--- src/rtl/axi_lsu_nslave_bridge.sv ---
// AXI load/store 1-to-N slave bridge: address decode, per-slave ID tracking,
// W-beat routing FIFO, and round-robin R/B return arbitration.
module axi_lsu_nslave_bridge #(
    parameter int M_ID_WIDTH = 8,
    parameter int NSLV       = 2,
    parameter int DW         = 64,
    parameter int IDQ_DEPTH  = 4,
    parameter int WSEL_DEPTH = 4,
    parameter logic [NSLV*32-1:0] REGION_BASE = {{(NSLV-1){32'hEE00_0000}}, 32'h0},
    parameter logic [NSLV*32-1:0] REGION_MASK = {{(NSLV-1){32'hFF00_0000}}, 32'h0}
) (
    input  logic                   clk,
    input  logic                   reset,
    input  logic                   m_arvalid,
    output logic                   m_arready,
    input  logic [M_ID_WIDTH-1:0]  m_arid,
    input  logic [31:0]            m_araddr,
    output logic                   m_rvalid,
    input  logic                   m_rready,
    output logic [DW-1:0]          m_rdata,
    output logic [M_ID_WIDTH-1:0]  m_rid,
    output logic [1:0]             m_rresp,
    output logic                   m_rlast,
    input  logic                   m_awvalid,
    output logic                   m_awready,
    input  logic [M_ID_WIDTH-1:0]  m_awid,
    input  logic [31:0]            m_awaddr,
    input  logic                   m_wvalid,
    output logic                   m_wready,
    output logic                   m_bvalid,
    input  logic                   m_bready,
    output logic [M_ID_WIDTH-1:0]  m_bid,
    output logic [1:0]             m_bresp,
    output logic [NSLV-1:0]        s_arvalid,
    input  logic [NSLV-1:0]        s_arready,
    output logic [NSLV-1:0]        s_awvalid,
    input  logic [NSLV-1:0]        s_awready,
    output logic [NSLV-1:0]        s_wvalid,
    input  logic [NSLV-1:0]        s_wready,
    input  logic [NSLV-1:0]        s_rvalid,
    input  logic [NSLV-1:0]        s_rlast,
    output logic [NSLV-1:0]        s_rready,
    input  logic [NSLV*DW-1:0]     s_rdata,
    input  logic [NSLV*2-1:0]      s_rresp,
    input  logic [NSLV-1:0]        s_bvalid,
    output logic [NSLV-1:0]        s_bready,
    input  logic [NSLV*2-1:0]      s_bresp,
    input  logic [M_ID_WIDTH-1:0]  s0_rid,
    input  logic [M_ID_WIDTH-1:0]  s0_bid,
    output logic                   id_err
);

    localparam int SW  = (NSLV > 2) ? 2 : 1;
    localparam int QPW = $clog2(IDQ_DEPTH);
    localparam int QCW = $clog2(IDQ_DEPTH + 1);
    localparam int WPW = $clog2(WSEL_DEPTH);
    localparam int WCW = $clog2(WSEL_DEPTH + 1);

    // Lowest-numbered matching region wins; no match falls through to slave 0.
    function automatic logic [SW-1:0] decode(input logic [31:0] addr);
        logic [SW-1:0] sel;
        sel = '0;
        for (int k = NSLV - 1; k >= 1; k--) begin
            if ((addr & REGION_MASK[32*k +: 32]) == REGION_BASE[32*k +: 32])
                sel = SW'(k);
        end
        return sel;
    endfunction

    function automatic logic [SW-1:0] rr_next(input logic [SW-1:0] g);
        return (g == SW'(NSLV - 1)) ? '0 : g + 1'b1;
    endfunction

    logic [M_ID_WIDTH-1:0] arq [NSLV][IDQ_DEPTH];
    logic [M_ID_WIDTH-1:0] awq [NSLV][IDQ_DEPTH];
    logic [QPW-1:0]        arq_wr [NSLV];
    logic [QPW-1:0]        arq_rd [NSLV];
    logic [QCW-1:0]        arq_cnt [NSLV];
    logic [QPW-1:0]        awq_wr [NSLV];
    logic [QPW-1:0]        awq_rd [NSLV];
    logic [QCW-1:0]        awq_cnt [NSLV];
    logic [NSLV-1:0]       arq_push, arq_pop, awq_push, awq_pop;
    logic [NSLV-1:0]       arq_empty, awq_empty;

    logic [SW-1:0]         wq [WSEL_DEPTH];
    logic [WPW-1:0]        wq_wr, wq_rd;
    logic [WCW-1:0]        wq_cnt;
    logic                  wq_full, wq_empty;

    logic [SW-1:0]         ar_sel, aw_sel, w_tgt;
    logic                  ar_blk, aw_blk, ar_hs, aw_hs, w_hs, w_route;
    logic [SW-1:0]         r_gnt, r_ptr, r_lock_id, b_gnt, b_ptr;
    logic                  r_lock, r_hs, b_hs, err_set;

    // Address decode and flow control; blocking never looks at slave ready.
    always_comb begin
        ar_sel    = decode(m_araddr);
        aw_sel    = decode(m_awaddr);
        wq_full   = (wq_cnt == WCW'(WSEL_DEPTH));
        wq_empty  = (wq_cnt == '0);
        ar_blk    = (ar_sel != '0) && (arq_cnt[ar_sel] == QCW'(IDQ_DEPTH));
        aw_blk    = ((aw_sel != '0) && (awq_cnt[aw_sel] == QCW'(IDQ_DEPTH))) || wq_full;
        m_arready = s_arready[ar_sel] & ~ar_blk;
        m_awready = s_awready[aw_sel] & ~aw_blk;
        ar_hs     = m_arvalid & m_arready;
        aw_hs     = m_awvalid & m_awready;
        w_route   = !wq_empty || aw_hs;
        w_tgt     = !wq_empty ? wq[wq_rd] : aw_sel;
        m_wready  = w_route & s_wready[w_tgt];
        w_hs      = m_wvalid & m_wready;
    end

    // R grant: locked mid-burst, otherwise round-robin from r_ptr.
    always_comb begin
        logic          found;
        logic [SW-1:0] idx;
        found = 1'b0;
        idx   = '0;
        r_gnt = r_ptr;
        if (r_lock) begin
            r_gnt = r_lock_id;
        end else begin
            for (int i = 0; i < NSLV; i++) begin
                idx = SW'((int'(r_ptr) + i) % NSLV);
                if (!found && s_rvalid[idx]) begin
                    r_gnt = idx;
                    found = 1'b1;
                end
            end
        end
    end

    always_comb begin
        logic          found;
        logic [SW-1:0] idx;
        found = 1'b0;
        idx   = '0;
        b_gnt = b_ptr;
        for (int i = 0; i < NSLV; i++) begin
            idx = SW'((int'(b_ptr) + i) % NSLV);
            if (!found && s_bvalid[idx]) begin
                b_gnt = idx;
                found = 1'b1;
            end
        end
    end

    always_comb begin
        m_rvalid = s_rvalid[r_gnt];
        m_rdata  = s_rdata[r_gnt*DW +: DW];
        m_rresp  = s_rresp[r_gnt*2 +: 2];
        m_rlast  = s_rlast[r_gnt];
        r_hs     = m_rvalid & m_rready;
        m_bvalid = s_bvalid[b_gnt];
        m_bresp  = s_bresp[b_gnt*2 +: 2];
        b_hs     = m_bvalid & m_bready;
        if (r_gnt == '0)             m_rid = s0_rid;
        else if (arq_cnt[r_gnt] != '0) m_rid = arq[r_gnt][arq_rd[r_gnt]];
        else                         m_rid = '0;
        if (b_gnt == '0)             m_bid = s0_bid;
        else if (awq_cnt[b_gnt] != '0) m_bid = awq[b_gnt][awq_rd[b_gnt]];
        else                         m_bid = '0;
    end

    always_comb begin
        s_arvalid = '0;
        s_awvalid = '0;
        s_wvalid  = '0;
        s_rready  = '0;
        s_bready  = '0;
        arq_push  = '0;
        arq_pop   = '0;
        awq_push  = '0;
        awq_pop   = '0;
        arq_empty = '0;
        awq_empty = '0;
        for (int k = 0; k < NSLV; k++) begin
            s_arvalid[k] = m_arvalid && (ar_sel == SW'(k)) && !ar_blk;
            s_awvalid[k] = m_awvalid && (aw_sel == SW'(k)) && !aw_blk;
            s_wvalid[k]  = m_wvalid && w_route && (w_tgt == SW'(k));
            s_rready[k]  = m_rready && (r_gnt == SW'(k));
            s_bready[k]  = m_bready && (b_gnt == SW'(k));
            if (k != 0) begin
                arq_empty[k] = (arq_cnt[k] == '0);
                awq_empty[k] = (awq_cnt[k] == '0);
                arq_push[k]  = ar_hs && (ar_sel == SW'(k));
                awq_push[k]  = aw_hs && (aw_sel == SW'(k));
                arq_pop[k]   = r_hs && m_rlast && (r_gnt == SW'(k)) && !arq_empty[k];
                awq_pop[k]   = b_hs && (b_gnt == SW'(k)) && !awq_empty[k];
            end
        end
        err_set = |(s_rvalid & arq_empty) || |(s_bvalid & awq_empty);
    end

    // Queue storage carries no reset; only pointers and counts are cleared.
    always_ff @(posedge clk) begin
        for (int k = 0; k < NSLV; k++) begin
            if (arq_push[k]) arq[k][arq_wr[k]] <= m_arid;
            if (awq_push[k]) awq[k][awq_wr[k]] <= m_awid;
        end
        if (aw_hs) wq[wq_wr] <= aw_sel;
    end

    always_ff @(posedge clk) begin
        if (reset) begin
            for (int k = 0; k < NSLV; k++) begin
                arq_wr[k]  <= '0;
                arq_rd[k]  <= '0;
                arq_cnt[k] <= '0;
                awq_wr[k]  <= '0;
                awq_rd[k]  <= '0;
                awq_cnt[k] <= '0;
            end
            wq_wr     <= '0;
            wq_rd     <= '0;
            wq_cnt    <= '0;
            r_lock    <= 1'b0;
            r_lock_id <= '0;
            r_ptr     <= '0;
            b_ptr     <= '0;
            id_err    <= 1'b0;
        end else begin
            for (int k = 0; k < NSLV; k++) begin
                if (arq_push[k]) arq_wr[k] <= arq_wr[k] + 1'b1;
                if (arq_pop[k])  arq_rd[k] <= arq_rd[k] + 1'b1;
                if (arq_push[k] && !arq_pop[k])      arq_cnt[k] <= arq_cnt[k] + 1'b1;
                else if (!arq_push[k] && arq_pop[k]) arq_cnt[k] <= arq_cnt[k] - 1'b1;
                if (awq_push[k]) awq_wr[k] <= awq_wr[k] + 1'b1;
                if (awq_pop[k])  awq_rd[k] <= awq_rd[k] + 1'b1;
                if (awq_push[k] && !awq_pop[k])      awq_cnt[k] <= awq_cnt[k] + 1'b1;
                else if (!awq_push[k] && awq_pop[k]) awq_cnt[k] <= awq_cnt[k] - 1'b1;
            end
            // Bypass (empty FIFO, AW and W together) pushes and pops in one cycle.
            if (aw_hs) wq_wr <= wq_wr + 1'b1;
            if (w_hs)  wq_rd <= wq_rd + 1'b1;
            if (aw_hs && !w_hs)      wq_cnt <= wq_cnt + 1'b1;
            else if (!aw_hs && w_hs) wq_cnt <= wq_cnt - 1'b1;
            if (r_hs) begin
                r_lock    <= ~m_rlast;
                r_lock_id <= r_gnt;
                r_ptr     <= rr_next(r_gnt);
            end
            if (b_hs) b_ptr <= rr_next(b_gnt);
            if (err_set) id_err <= 1'b1;
        end
    end

endmodule

--- config.mk ---
export PLATFORM = sky130hd
export DESIGN_NAME = axi_lsu_nslave_bridge
export DESIGN_NICKNAME = d
export VERILOG_FILES = /design/src/rtl/axi_lsu_nslave_bridge.sv
export SDC_FILE = /design/constraint.sdc
export NUM_CORES = 1
export LEC_CHECK = 0
export ABC_CLOCK_PERIOD_IN_PS = 2700
export BUFFER_PORTS_ARGS = -buffer_cell sky130_fd_sc_hd__buf_2
export CAP_MARGIN = 5
export CORE_MARGIN = 5
export CORE_UTILIZATION = 30
export DETAILED_ROUTE_END_ITERATION = 10
export PLACE_DENSITY = 0.64
export SLEW_MARGIN = 20
export SYNTH_ARGS = -nofsm -noshare
export SYNTH_HDL_FRONTEND = slang
export SYNTH_SLANG_ARGS = --single-unit
--- constraint.sdc ---
create_clock -name clk -period 2.7 [get_ports clk]
set_input_delay 0 -clock clk [delete_from_list [all_inputs] [get_ports clk]]
set_output_delay 0 -clock clk [all_outputs]
set_load 0.05 [all_outputs]
==> results of run 1 <==
[power breakdown]
part           internal, mW  switching [mW]
clock                 0.630           0.539
combinational         0.582            1.09
sequential             1.66          0.0609
[worst max-delay path, delay by kind of cell (launching register included)]
kind,cells,cell delay [ns]
AO/OA/AOI/OAI,3,0.55
adder cells (fa/ha/maj),2,0.45
buffers and inverters,1,0.03
multiplexers,2,0.66
flip-flops,1,0.35
AND/OR/NAND/NOR,1,0.32
XOR/XNOR,1,0.17
[state kept, by name, indices dropped and copies added (netlist names), 2 cells and up, named ones only]
| register | cells |
|---|---|
| arq_rd | 2 |
| arq_cnt | 3 |
| awq | 32 |
| awq_cnt | 3 |
| awq_rd | 2 |
| arq | 32 |
| awq_wr | 2 |
| arq_wr | 2 |
| wq_rd | 2 |
| wq_wr | 2 |
| wq_cnt | 3 |
| wq | 4 |
[cell families after synthesis]
group / Yosys count
XOR/XNOR: 10
buffers and inverters: 45
AO/OA/AOI/OAI: 60
multiplexers: 97
AND/OR/NAND/NOR: 131
flip-flops: 96
adder cells (fa/ha/maj): 17
[cells in the mapped netlist, types with 2 or more instances]
library cell | instances | area, um^2
a32o_1 | 8 | 80.08
ha_1 | 13 | 162.7
and4_1 | 2 | 17.52
inv_1 | 22 | 82.58
nor3b_1 | 2 | 15.01
nand2b_1 | 10 | 62.56
buf_2 | 10 | 50.05
nand2_1 | 26 | 97.59
edfxtp_1 | 82 | 2462
nor3_1 | 15 | 75.07
nand4b_1 | 4 | 35.03
dfxtp_1 | 14 | 280.3
a21oi_1 | 8 | 40.04
a22o_1 | 8 | 70.07
xnor2_1 | 8 | 70.07
and3_1 | 7 | 43.79
nor2_1 | 23 | 86.33
or2_2 | 3 | 18.77
mux2_2 | 76 | 855.8
and2_1 | 19 | 118.9
o21ai_0 | 12 | 60.06
or3b_1 | 2 | 17.52
nor2b_1 | 5 | 31.28
fa_1 | 3 | 60.06
mux2i_1 | 19 | 190.2
o31ai_1 | 3 | 22.52
xor2_1 | 2 | 17.52
nand3_1 | 2 | 10.01
a211o_1 | 8 | 70.07
and4b_1 | 2 | 20.02
a31oi_1 | 2 | 12.51
or3_1 | 4 | 25.02
clkbuf_1 | 12 | 45.04
[area by class of cell]
cell class | instances | area, um^2
Antenna cell | 5 | 12.51
Clock buffer | 10 | 229.0
Clock inverter | 6 | 43.79
Fill cell | 1717 | 10110
Inverter | 22 | 82.58
Multi-Input combinational cell | 315 | 2628
Sequential cell | 96 | 2744
Tap cell | 229 | 286.5
Timing Repair Buffer | 337 | 1829
[final timing paths]
kind | depth (start not counted) | end | slack (ns)
min reg2reg | 2 | r_ptr | 0.49
max | 10 | wq_cnt[2] | 0.10
max reg2reg | 10 | wq_cnt[2] | 0.10
min | 2 | wq_wr[1] | 0.04
[per-stage QoR]
step	cells	area [um^2]	power (mW)	hold slack, ns
detailed placement	980	7350	3.385	0.2216
global route	1020	7855	4.775	0.04298
finish	1020	7855	4.560	0.03758
global placement	980	7350	3.380	0.2167
CTS	1014	7809	4.584	0.02611
floorplan	456	5513	2.914	0.09887
[repair_timing]
item                                    CTS  global route
pin swaps                                 0             3
hold buffers                             18             0
gates resized for setup                   1             9
endpoints found under the hold margin    65             0
buffers inserted                          0             1
endpoints found under the setup margin    1             2
[metal layers]
layer | global-route usage | vias to the layer above | wire (um) | part of all wire
met4 | 0.07323 | 0 | 396 | 0.021
met5 | 0 | - | 0 | 0
met2 | 0.3134 | 198 | 10020 | 0.53
li1 | - | 2351 | - | -
met3 | 0.04896 | 19 | 1337 | 0.070
met1 | 0.1971 | 2268 | 7323 | 0.38
==> impl_metrics.tcl, run 1 <==
set metrics [dict create \
    synth-simple-area-share 0.1294 \
    max_freq_mhz 385.2 \
    portBuffers 303 \
    clockBufferDepth 2 \
    drv_cap 0 \
    dieArea_mm2 0.02108 \
    start_util 0.3052 \
    cts-htree-levels 3 \
    synthMuxAreaShare 0.1969 \
    fp-row-count 49 \
    ys_warn_count 0 \
    numCtsBuffers 9 \
    hold_path_class "in2reg" \
    grtUsageTotal 0.1759 \
    arrival_ns 2.87 \
    wl_um 19070 \
    cts_tree "done" \
    grt_max_degree 77 \
    hp-start "reset" \
    power.leakage_nw 3.500 \
    place_hpwl_um 15940 \
    cp.required_ns 2.97 \
    synth_area_mm2 0.005483 \
    final_cell_mix "buf_2 (303), edfxtp_1 (82), mux2_2 (76)" \
    overflow 0 \
    syn-num-nets 723 \
    grt_pass1_vias 5054 \
    seq_area_frac_synth 0.5002 \
    vias_per_cell 4.741 \
    critPathLaunchType "flop" \
    tightest_slew_ns 0.6706 \
    synth_xor_area_frac 0.01597 \
    synth.distinct_cells 53 \
    drive_above_1_share 0.5496 \
    slew_headroom 0.5512 \
    fin_setup_tns_ns 0 \
    outcome "finished clean" \
    die_h_um 145.2 \
    ioPinCount 352 \
    synth_top_family_by_area "multiplexers" \
    first_pass_iters 4 \
    fp.dieW_um 145.2 \
    clock_skew_ns 0.004290 \
    drc 0 \
    nets 1048 \
    coreArea_mm2 0.01796 \
    crit_fanout 2 \
    fin_crit_ns 2.596 \
    synth-adder-area-share 0.04245 \
    crit_type "reg2reg" \
    antenna_found_initial 6 \
    r2r_start "wq[3]" \
    synth_flop_cell "edfxtp_1" \
    fin_util 0.4373 \
    finalHoldViolations 0 \
    wl_per_cell_um 18.70 \
    avgSynthCellArea_um2 12.02 \
    power_density_mw_per_mm2 580.5 \
    worst_setup_path_end_kind "flop" \
    setup_viol 0 \
    ys_async_sr_fraction 0 \
    final_common_cell "buf_2" \
    pre_cts_ws_ns 0.01869 \
    path_cells "mux4_2 > mux2i_1 > a311oi_2 > a211o_2 > ha_4 > inv_2 > fa_2 > xor2_1 > or3_1 > a21oi_2" \
    clock_latency_ns 0.34 \
    cts_root_buf "clkbuf_16" \
    synth_edf_count 82 \
    cts.sinks 96 \
    crit_path_top_delay_cell "mux4_2" \
    slew_violations 0 \
    synth_cells 456 \
    clkSlewWorstSetupHoldPaths_ns 0.07 \
    vias 4836 \
    slowest_delay_ns 0.51 \
    rsz0062_at_grt "yes" \
    finalCritPeriodShare 0.9614 \
    ys_ff_latch 96 \
    area_delta_synth_final_pct 43.27 \
    vdd_drop_max_uv 309.1 \
    grt_pass1_wl_um 29210 \
    worstSetupStartpoint "wq[3]" \
    synth_compound_area_frac 0.08193 \
    drt_iter0_drc 184 \
    layout_setup_ws_ns 0.1041 \
    antenna_left 0 \
    gp_congestion 0.8851 \
]
No activity file was read; power rests on OpenSTA's default activity.
==> run 2: changes to the inputs <==
- CELL_PAD_IN_SITES_DETAIL_PLACEMENT: default -> 1
- CELL_PAD_IN_SITES_GLOBAL_PLACEMENT: default -> 1
- CORE_UTILIZATION: 30 -> 28
- PLACE_DENSITY: 0.64 -> 0.78
==> impl_metrics.tcl, run 2 (synthesis gave the netlist of run 1 again) <==
set metrics [dict create \
    r2r_start "wq[3]" \
    clockBufferDepth 2 \
    overflow 0 \
    finalCritPeriodShare 0.9688 \
    p_sw_frac 0.3669 \
    grt_pass1_wl_um 30170 \
    worstSetupStartpoint "wq[3]" \
    first_pass_iters 4 \
    finalHoldViolations 0 \
    rsz0062_at_grt "yes" \
    power_density_mw_per_mm2 591.1 \
    place_hpwl_um 17820 \
    vias 4975 \
    p_seq_frac 0.368 \
    drive_above_1_share 0.5510 \
    gr-usage-met1 0.1979 \
    clock_power_share 0.273 \
    r2r-end "wq_cnt[2]" \
    clkSlewWorstSetupHoldPaths_ns 0.07 \
    clock_skew_ns 0.008946 \
    crit_type "reg2reg" \
    worst_setup_path_end_kind "flop" \
    portBuffers 303 \
    antenna_left 0 \
    use_met2 0.3206 \
    p_int_mw 2.963 \
    area_delta_synth_final_pct 44.39 \
    tightest_slew_ns 0.7036 \
    drv_cap 0 \
    hold_path_class "in2reg" \
    cp.required_ns 2.98 \
    use_met3 0.04694 \
    grt_max_degree 77 \
    layout_setup_ws_ns 0.08414 \
    power.leakage_nw 3.502 \
    drc 0 \
    wl_per_cell_um 20.25 \
    clock_latency_ns 0.35 \
    wl_um 21470 \
    busiest_layer "met2" \
    fin_crit_ns 2.616 \
    start_util 0.2826 \
    crit_fanout 2 \
    endpoint "wq_cnt[2]" \
    fp-row-count 51 \
    arrival_ns 2.89 \
    setup_viol 0 \
    outcome "finished clean" \
    final_common_cell "buf_2" \
    grt_pass1_vias 5147 \
    vdd_drop_max_uv 268.2 \
    grtUsageTotal 0.1791 \
    r2r_slack_ns 0.08 \
    cts.sinks 96 \
    nFillCells 2313 \
    die_h_um 149.9 \
    cts_tree "done" \
    cts_root_buf "clkbuf_16" \
    slew_headroom 0.5292 \
    max_freq_mhz 382.3 \
    fp.dieW_um 149.9 \
    ioPinCount 352 \
    cts-htree-levels 3 \
    postLayoutCellArea_mm2 0.007916 \
    pre_cts_ws_ns -0.03226 \
    drt_iter0_drc 156 \
    gp_congestion 0.8114 \
    switchingPower_mw 1.717 \
    p_comb_frac 0.360 \
    placed_cell_area_mm2 0.007380 \
    dieArea_mm2 0.02248 \
    final_cell_mix "buf_2 (303), edfxtp_1 (82), mux2_2 (76)" \
    slew_violations 0 \
    critPathLaunchType "flop" \
    nets 1046 \
    vias_per_cell 4.693 \
    antenna_found_initial 12 \
    coreArea_mm2 0.01940 \
    r2r.worst_path.cells 10 \
    numCtsBuffers 9 \
]
==> run 2: what timing repair did <==
action	CTS	global route
setup buffers	0	3
endpoints found under the setup margin	1	3
endpoints found under the hold margin	64	0
pin swaps	0	5
resized for setup	1	8
hold buffers	16	0
==> run 2: stage by stage <==
step	setup TNS [ns]	total power [mW]	utilization	hold WS (ns)	instances
finish	0	4.680	0.4081	0.02315	1060
CTS	0	4.712	0.4043	0.009828	1046
global placement	0	3.377	0.3804	0.2145	1014
global route	-0.01089	4.886	0.4080	0.02808	1059
floorplan	-0.03502	2.914	-	0.09887	456
detailed placement	-0.03226	3.401	0.3804	0.2198	1014
==> run 2: per-layer routing <==
| metal | share of wire | vias to the layer above |
|---|---|---|
| met2 | 0.52 | 203 |
| met5 | 0.0013 | - |
| met4 | 0.033 | 4 |
| li1 | - | 2345 |
| met3 | 0.078 | 32 |
| met1 | 0.37 | 2391 |
==> run 2: worst min-delay path by stage <==
stage	to	from	slack [ns]	depth (start not counted)
6_report	id_err	s_rvalid[1]	0.02	3
5_1_grt	id_err	s_rvalid[1]	0.03	3
4_1_cts	id_err	s_bvalid[1]	0.01	3
3_5_place_dp	awq[1][19]	m_awid[3]	0.22	1
3_3_place_gp	awq[1][6]	m_awid[6]	0.21	1
2_1_floorplan	arq[1][0]	m_arid[0]	0.1	0
==> run 2: layout make-up <==
class                           count  area [um^2]  area share
Timing Repair Buffer              335         1809      0.2285
Clock buffer                       10        229.0     0.02892
Sequential cell                    96         2744      0.3466
Tap cell                          265        331.6     0.04188
Clock inverter                      6        67.56    0.008535
Inverter                           22        82.58     0.01043
Multi-Input combinational cell    315         2625      0.3316
Antenna cell                       11        27.53    0.003477
==> run 2: critical path, cell delays in order (launching register included) <==
cell and delay, ns:
edfxtp_1 0.35, mux4_2 0.51, mux2i_1 0.15, a311oi_2 0.25
a211o_2 0.20, ha_4 0.14, inv_2 0.03, fa_2 0.32
xor2_1 0.17, or3_1 0.30, a21oi_1 0.12
==> run 2: power by group through the flow <==
stage               clock network [mW]  logic, mW  registers [mW]
floorplan                            0       1.18            1.74
global placement                     0       1.63            1.75
detailed placement                   0       1.65            1.75
CTS                               1.31       1.68            1.72
global route                      1.37       1.78            1.73
finish                            1.28       1.68            1.72
==> run 3: changes to the inputs <==
- ABC_AREA: default -> 1
- CORE_MARGIN: 5 -> 3
- CORE_UTILIZATION: 28 -> 26
==> impl_metrics.tcl, run 3 <==
set metrics [dict create \
    cts_tree "done" \
    slowest_delay_ns 0.44 \
    drive_above_1_share 0.3485 \
    synth_top_family_by_area "simple AND/OR/NAND/NOR gates" \
    wl_um 21300 \
    finalHoldViolations 0 \
    power_density_mw_per_mm2 580.0 \
    gp_congestion 0.8526 \
    pre_cts_ws_ns 0.1754 \
    final_common_cell "nand2_1" \
    synth_cells 710 \
    outcome "finished clean" \
    synth_flop_cell "edfxtp_1" \
    yosys.area.top_type "edfxtp_1" \
    grtUsageTotal 0.1762 \
    first_pass_iters 4 \
    ys_ff_latch 96 \
    avgSynthCellArea_um2 7.830 \
    synth_area_mm2 0.005559 \
    antenna_left 0 \
    tightest_slew_ns 0.6705 \
    yosys-top-cells-area "edfxtp_1 (44%), nand2_1 (23%), dfxtp_1 (5.0%)" \
    coreArea_mm2 0.02062 \
    synthMuxAreaShare 0 \
    cts.sinks 96 \
    numCtsBuffers 9 \
    fp.dieW_um 152.2 \
    fin_crit_ns 2.419 \
    crit_path_top_delay_cell "edfxtp_1" \
    overflow 0 \
    grt_pass1_wl_um 32530 \
    slew_headroom 0.5513 \
    slew_violations 0 \
    nets 1298 \
    wl_per_cell_um 16.24 \
    drt_iter0_drc 265 \
    vias_per_cell 4.441 \
    crit_family "simple AND/OR/NAND/NOR gates" \
    fp-row-count 52 \
    hp-start "reset" \
    rsz0062_at_grt "no" \
    finalCritPeriodShare 0.8961 \
    critPathLaunchType "flop" \
    die_h_um 152.2 \
    synth_edf_count 82 \
    synth_xor_area_frac 0.007878 \
    cts-htree-levels 3 \
    synth-simple-area-share 0.3428 \
    grt_pass1_vias 6038 \
    setup_viol 0 \
    max_freq_mhz 413.3 \
    cp.required_ns 2.92 \
    seq_area_frac_synth 0.4934 \
    nFillCells 2655 \
    r2r-end "wq_cnt[2]" \
    antenna_found_initial 8 \
    dieArea_mm2 0.02317 \
    portBuffers 303 \
    ys_async_sr_fraction 0 \
    vdd_drop_max_uv 419.5 \
    grt_max_degree 75 \
    yosysTopAreaCellShare 0.4429 \
    r2r_start "awq_cnt[1][0]" \
    synth_compound_area_frac 0.04997 \
    whs_path_depth 2 \
    clock_skew_ns 0.005806 \
    clock_latency_ns 0.34 \
    path_buf_inv 1 \
    path_cells "nor3_2 > nand3_1 > nand2_1 > nor2_2 > nand2_4 > nand2_4 > nand3_4 > ha_1 > inv_1 > fa_1 > a21oi_1 > o21ai_0 > o21ai_0 > a21oi_1" \
    ys_warn_count 0 \
    synth.most_common_cell "nand2_1" \
    crit_fanout 10 \
    place_hpwl_um 17310 \
    power.leakage_nw 4.030 \
    clkSlewWorstSetupHoldPaths_ns 0.06 \
    hold_path_class "in2reg" \
    ioPinCount 352 \
    drc 0 \
    cts_root_buf "clkbuf_16" \
    r2r_slack_ns 0.28 \
    synth-adder-area-share 0.04006 \
    layout_setup_ws_ns 0.2806 \
    arrival_ns 2.64 \
    synth.distinct_cells 37 \
    fin_setup_tns_ns 0 \
    drv_cap 0 \
    r2r.worst_path.cells 14 \
    vias 5827 \
    crit_type "reg2reg" \
    worst_setup_path_end_kind "flop" \
    start_util 0.2695 \
    area_delta_synth_final_pct 42.22 \
    yosys-top-cells-count "nand2_1 (340), edfxtp_1 (82), inv_1 (64), nand3_1 (42), nor2_1 (33)" \
    final_cell_mix "nand2_1 (339), buf_2 (301), edfxtp_1 (82)" \
    clockBufferDepth 2 \
    syn-num-nets 977 \
]
run 3: routing by layer:
layer | vias to the layer above | wire length [um] | GRT usage
li1 | 2912 | - | -
met1 | 2694 | 8129 | 0.1910
met2 | 184 | 11300 | 0.3262
met3 | 35 | 1258 | 0.04175
met4 | 2 | 608 | 0.07620
met5 | - | 8 | 0
run 3: worst max path at each step:
stage,from,cells after the start,slack [ns],to
final,awq_cnt[1][0],14,0.28,wq_cnt[2]
after global routing,r_ptr,14,0.03,arq_cnt[1][2]
after CTS,r_ptr,11,0.008,m_rid[2]
after detailed placement,r_ptr,11,0.18,m_rid[2]
after global placement,awq_cnt[1][0],14,0.24,wq_cnt[2]
after floorplan,wq_cnt[0],11,0.11,awq_cnt[1][2]
run 3: stage by stage:
stage               power [mW]  hold WS (ns)  instance area [um^2]  instances  utilization
floorplan                2.957       0.09887                  5559        710            -
global placement         3.453        0.2155                  7446       1273       0.3610
detailed placement       3.485        0.2239                  7446       1273       0.3610
CTS                      4.623      0.006730                  7875       1306       0.3818
global route             4.814       0.04065                  7906       1312       0.3833
finish                   4.585      0.007954                  7906       1312       0.3833
run 3: worst reg2reg max path: cells and delay by family, from the launching register on:
kind	cells	cell delay (ns)
fa+ha+maj	2	0.52
buf+inv	1	0.07
compound gates	4	0.50
flops	1	0.44
simple gates	7	0.79
run 3: cells by family after synthesis:
kind of cell,after synthesis
flip-flops,96
AND/OR/NAND/NOR,451
XOR/XNOR,5
AO/OA/AOI/OAI,49
adder cells (fa/ha/maj),16
buffers and inverters,93
run 3: timing repair:
action                     in CTS  in global routing
setup buffers                   0                  0
hold endpoints to repair       65                  0
pin swaps                       0                  0
gates resized for setup         1                  5
setup endpoints to repair       8                  9
hold buffers                   17                  0
run 3: area by class of cell:
type | instances | area, um^2 | share of cell area
antenna | 6 | 15.01 | 0.001899
clock buffer | 10 | 229.0 | 0.02896
clock inverter | 6 | 26.28 | 0.003323
inverter | 71 | 266.5 | 0.03371
multi-input combinational | 521 | 2457 | 0.3108
sequential | 96 | 2743 | 0.3469
tap | 270 | 337.8 | 0.04273
timing repair buffer | 332 | 1832 | 0.2317
run 3: where the power goes:
group / internal (mW) / switching [mW] / leakage (nW)
clock network: 0.610 / 0.509 / 0.129
logic: 0.481 / 1.28 / 3.03
registers: 1.66 / 0.0509 / 0.874
